File: config.mk
export PLATFORM = sky130hd
export DESIGN_NAME = instr_mem_loader
export DESIGN_NICKNAME = d
export VERILOG_FILES = /design/src/rtl/instr_mem_loader_pkg.sv /design/src/rtl/byte_packer.sv /design/src/rtl/instr_mem_loader.sv
export SDC_FILE = /design/constraint.sdc
export NUM_CORES = 1
export LEC_CHECK = 0
export BUFFER_PORTS_ARGS = -buffer_cell sky130_fd_sc_hd__buf_4
export CELL_PAD_IN_SITES_DETAIL_PLACEMENT = 1
export CELL_PAD_IN_SITES_GLOBAL_PLACEMENT = 2
export CORE_ASPECT_RATIO = 0.8
export CORE_MARGIN = 2
export CORE_UTILIZATION = 34
export CTS_BUF_LIST = sky130_fd_sc_hd__clkbuf_8
export CTS_CLUSTER_DIAMETER = 120
export DETAILED_ROUTE_END_ITERATION = 8
export GPL_TIMING_DRIVEN = 0
export HOLD_SLACK_MARGIN = 0.15
export PLACE_DENSITY_LB_ADDON = 0.1
export SYNTH_ARGS = -nofsm -noshare
export SYNTH_HDL_FRONTEND = slang
export SYNTH_HIERARCHICAL = 1
export SYNTH_SLANG_ARGS = --single-unit
File: constraint.sdc
create_clock -name clk -period 3.31 [get_ports clk]
set_input_delay 0.4965 -clock clk [delete_from_list [all_inputs] [get_ports clk]]
set_output_delay 0.4965 -clock clk [all_outputs]
set_load 0.05 [all_outputs]
File: src/rtl/instr_mem_loader_pkg.sv
// Shared types and constants for the instruction memory loader.
// Holds the loader state encoding, word geometry and the address helper.
package instr_mem_loader_pkg;

    localparam int BYTES_PER_WORD = 4;
    localparam int WORD_W         = 32;

    localparam logic [1:0] ST_IDLE   = 2'd0;
    localparam logic [1:0] ST_LOAD   = 2'd1;
    localparam logic [1:0] ST_WRITE  = 2'd2;
    localparam logic [1:0] ST_FINISH = 2'd3;

    typedef enum logic [1:0] {
        IDLE   = ST_IDLE,
        LOAD   = ST_LOAD,
        WRITE  = ST_WRITE,
        FINISH = ST_FINISH
    } loader_state_t;

    // Byte address of a word slot; wraps modulo 2^32.
    function automatic logic [WORD_W-1:0] word_addr(input logic [WORD_W-1:0] base,
                                                     input logic [15:0]       idx);
        return base + {14'd0, idx, 2'b00};
    endfunction

endpackage

File: src/rtl/byte_packer.sv
// Packs a byte stream little-endian into 32-bit words.
// The first byte of a word lands in [7:0]; word_ready fires with the last byte.
module byte_packer
    import instr_mem_loader_pkg::*;
(
    input  logic              clk,
    input  logic              reset,
    input  logic              clear,
    input  logic              accept,
    input  logic [7:0]        byte_data,
    output logic              word_ready,
    output logic [WORD_W-1:0] word
);

    localparam int              LANE_W    = $clog2(BYTES_PER_WORD);
    localparam logic [LANE_W-1:0] LAST_LANE = LANE_W'(BYTES_PER_WORD - 1);

    logic [LANE_W-1:0] lane;
    logic [WORD_W-1:0] pack_reg;

    // Shift each accepted byte in from the top so earlier bytes end up in the low lanes.
    always_ff @(posedge clk) begin
        if (reset || clear) begin
            lane     <= '0;
            pack_reg <= '0;
        end else if (accept) begin
            pack_reg <= {byte_data, pack_reg[WORD_W-1:8]};
            lane     <= (lane == LAST_LANE) ? '0 : lane + LANE_W'(1);
        end
    end

    assign word_ready = accept && (lane == LAST_LANE);
    assign word       = {byte_data, pack_reg[WORD_W-1:8]};

endmodule

File: src/rtl/instr_mem_loader.sv
// Loads a program from a byte stream into instruction memory while holding the CPU.
// Each packed word is written once at BASE_ADDR + 4*index; done (and err on rejection) pulse at the end.
module instr_mem_loader
    import instr_mem_loader_pkg::*;
#(
    parameter int          DEPTH_WORDS = 64,
    parameter logic [31:0] BASE_ADDR   = 32'h0000_0000
) (
    input  logic        clk,
    input  logic        reset,
    input  logic        start,
    input  logic [15:0] num_words,
    input  logic        byte_valid,
    input  logic [7:0]  byte_data,
    output logic        byte_ready,
    output logic        mem_we,
    output logic [31:0] mem_addr,
    output logic [31:0] mem_wdata,
    output logic        busy,
    output logic        cpu_hold,
    output logic        done,
    output logic        err
);

    localparam logic [16:0] DEPTH_LIMIT = 17'(DEPTH_WORDS);

    loader_state_t     state;
    logic [15:0]       num_latched;
    logic [15:0]       word_index;
    logic              err_flag;
    logic              start_ok;
    logic              bad_count;
    logic              accept;
    logic              last_word;
    logic              word_ready;
    logic [WORD_W-1:0] packed_word;

    assign start_ok  = start && (state == IDLE);
    assign bad_count = (num_words == 16'd0) || ({1'b0, num_words} > DEPTH_LIMIT);
    assign accept    = byte_valid && (state == LOAD);
    assign last_word = (word_index + 16'd1) == num_latched;

    byte_packer u_packer (
        .clk        (clk),
        .reset      (reset),
        .clear      (start_ok),
        .accept     (accept),
        .byte_data  (byte_data),
        .word_ready (word_ready),
        .word       (packed_word)
    );

    // Load sequencer: capture each completed word, write it for one cycle, then move on or finish.
    always_ff @(posedge clk) begin
        if (reset) begin
            state       <= IDLE;
            num_latched <= '0;
            word_index  <= '0;
            err_flag    <= 1'b0;
            mem_addr    <= '0;
            mem_wdata   <= '0;
        end else begin
            case (state)
                IDLE: begin
                    if (start) begin
                        if (bad_count) begin
                            err_flag <= 1'b1;
                            state    <= FINISH;
                        end else begin
                            num_latched <= num_words;
                            word_index  <= '0;
                            state       <= LOAD;
                        end
                    end
                end
                LOAD: begin
                    if (word_ready) begin
                        mem_addr  <= word_addr(BASE_ADDR, word_index);
                        mem_wdata <= packed_word;
                        state     <= WRITE;
                    end
                end
                WRITE: begin
                    if (last_word) begin
                        state <= FINISH;
                    end else begin
                        word_index <= word_index + 16'd1;
                        state      <= LOAD;
                    end
                end
                FINISH: begin
                    err_flag <= 1'b0;
                    state    <= IDLE;
                end
                default: state <= IDLE;
            endcase
        end
    end

    assign byte_ready = (state == LOAD);
    assign mem_we     = (state == WRITE);
    assign busy       = (state != IDLE);
    assign cpu_hold   = busy;
    assign done       = (state == FINISH);
    assign err        = done && err_flag;

endmodule

==> out/metrics.yaml <==
clock_network:
  cts_tree: "built"
  htreeDepth: 3
  max-clock-path-buffers: 2
  cts.sinks: 109
  clk-insertion-delay-late_ns: 0.39
  clk_pin_slew_worst_paths_ns: 0.11
  root_buffer: "clkbuf_8"
  numCtsBuffers: 9
  ctsHoldBuffers: 0
route:
  vias: 4323
  antenna_left: 0
  routedWlPerCell_um: 16.5
  firstDrtPassIters: 4
  drc_errors: 0
  vias_per_cell: 4.97
  wl_um: 14300
  drt_iter0_markers: 146
grt:
  grt_pass1_vias: 4326
  grt_start_max_net_pins: 19
  antenna_found_initial: 0
  grt_overflow: 0
  grt_pass1_wl_um: 23200
  grtUsageTotal: 0.197
sta:
  rsz0062_at_grt: "no"
  setup_viol: 0
  fin_crit_ns: 3.08
  max_freq_mhz: 325
  hold_viol: 0
  finalCritPeriodShare: 0.930
  relSlewSlack: 0.345
  tightest_slew_ns: 0.977
  maxSlewViolCount: 0
  skew_ns: 0.0105
  tns_ns: 0
synth:
  synth_compound_area_frac: 0.135
  synth_warnings: 6
  yosys.area_share.simple: 0.229
  synth_area_leaders: "dfxtp_1 45%, nand2_1 8.3%, mux2i_1 6.8%"
  synth_area_per_cell_um2: 8.52
  synth.distinct_cells: 57
  synth_ff_type: "dfxtp_1"
  ys_ff_latch: 109
  async_flop_share: 0
  synth_top_family_by_area: "simple AND/OR/NAND/NOR gates"
  synth_edf_count: 0
  synth_xor_area_frac: 0.0359
  synthCells: 573
  post-synth-top-area-cell: "dfxtp_1"
  synth_seq_area_share: 0.447
  syn-cell-area_um2: 4880
  synthMuxAreaShare: 0.0676
  synth_fa_ha_area_frac: 0.00512
  synth_common_cells: "109 x dfxtp_1, 108 x nand2_1, 58 x a21oi_1"
  synth_top_area_share: 0.447
  yosysMostFrequentCell: "dfxtp_1"
setup_path:
  start_kind: "flop"
  crit_type: "flop to flop"
  end_kind: "flop"
  critPathArrivalTime_ns: 3.35
  cp_data_required_time_ns: 3.58
  cp_max_fo: 10
power:
  p_leak_nw: 2.32
  power_mw: 2.37
  power_density_nw_per_um2: 397
  ir_drop_mv: 0.172
placement:
  dpl.hpwl_um: 10900
  place_area_um2: 5780
  globalplace.congestion: 0.800
  io_buffers: 81
  place_inst: 853
floorplanning:
  die_w_um: 138
  boundaryPins: 98
  initial_core_util: 0.345
  core_um2: 14200
  die_height_um: 111
  die-area_um2: 15300
  rows: 39
finish:
  nets: 711
  drive_above_1_share: 0.225
  finalNonFillerCells: 869
  antennaDiodeCount: 0
  area_delta_synth_final_pct: 22.4
  largest_register_ffs: 32
  fin_area_um2: 5980
worst_hold_path:
  hp-class: "primary input to flop"
run:
  maxCapViolCount: 0
outcome:
  status: "complete, no violations"
[worst max-delay path: stages, from the launching register on]
cell	delay [ns]
dfxtp_1	0.45
ha_1	0.33
nand3_1	0.26
nor2_1	0.15
o2111ai_1	0.24
a2111o_1	0.47
or4_1	0.55
buf_6	0.17
nand2_2	0.20
o22ai_1	0.14
[routing by layer]
metal	vias to the layer above	share of wire	track usage
met1	2095	0.52	0.293
met3	7	0.042	0.0480
li1	2122	-	-
met2	99	0.43	0.291
met4	0	0.0057	0.0340
met5	-	0	0
[cell usage in the layout, fill, tap and decap left out, drive strengths merged, types with 7 or more instances in the layout]
| cell | count |
|---|---|
| and2 | 13 |
| nor2 | 50 |
| inv | 10 |
| xnor2 | 13 |
| xor2 | 7 |
| and3 | 7 |
| nand3 | 13 |
| nand2b | 11 |
| nor3 | 8 |
| a21oi | 58 |
| nand2 | 108 |
| buf | 123 |
| clkbuf | 30 |
| mux2i | 33 |
| conb | 16 |
| dfxtp | 109 |
[per-stage QoR]
step | worst slack (ns) | utilization | hold WS (ns)
2_1_floorplan | 0.313 | - | 0.431
3_3_place_gp | -0.0936 | 0.408 | 0.444
3_5_place_dp | -0.191 | 0.408 | 0.450
4_1_cts | 0.139 | 0.422 | 0.331
5_1_grt | 0.0202 | 0.422 | 0.340
6_report | 0.232 | 0.422 | 0.352
[what timing repair did]
item	4_1_cts	5_1_grt
resized for setup	2	3
setup buffers	1	0
pin swaps	1	0
endpoints found under the setup margin	15	32
gates cloned	0	0
[cell type report]
cell class / count / area, um2
inverters: 8 / 30.0
clock inverters: 5 / 42.5
clock buffers: 10 / 138
fillers: 1738 / 8170
repair buffers: 82 / 616
flip-flops and latches: 109 / 2180
multi-input cells: 410 / 2370
well taps: 184 / 230
plain buffers: 61 / 367
[final timing paths]
check	cells past startpoint	slack, ns	startpoint	endpoint
min	3	0.35	num_words[1]	num_latched[1]$_SDFFE_PP0P_
min reg2reg	2	0.46	mem_addr[15]$_SDFFE_PP0P_	mem_addr[15]$_SDFFE_PP0P_
max	9	0.23	word_index[1]$_SDFFE_PP0P_	word_index[2]$_SDFFE_PP0P_
max reg2reg	9	0.23	word_index[1]$_SDFFE_PP0P_	word_index[2]$_SDFFE_PP0P_
[kinds of logic after synthesis]
family / after synthesis
AOI/OAI and AO/OA: 104
xor gates and xnor gates: 20
adders and majority gates: 2
buffers and inverters: 69
DFF: 109
muxes: 33
other: 1
and+or+nand+nor: 235
[power breakdown]
group | switching (mW) | total [mW] | internal [mW]
sequential | 0.0131 | 1.33 | 1.32
combinational | 0.169 | 0.261 | 0.0920
clock | 0.481 | 0.779 | 0.299
Note: power is estimated with default switching activity, not from simulation.
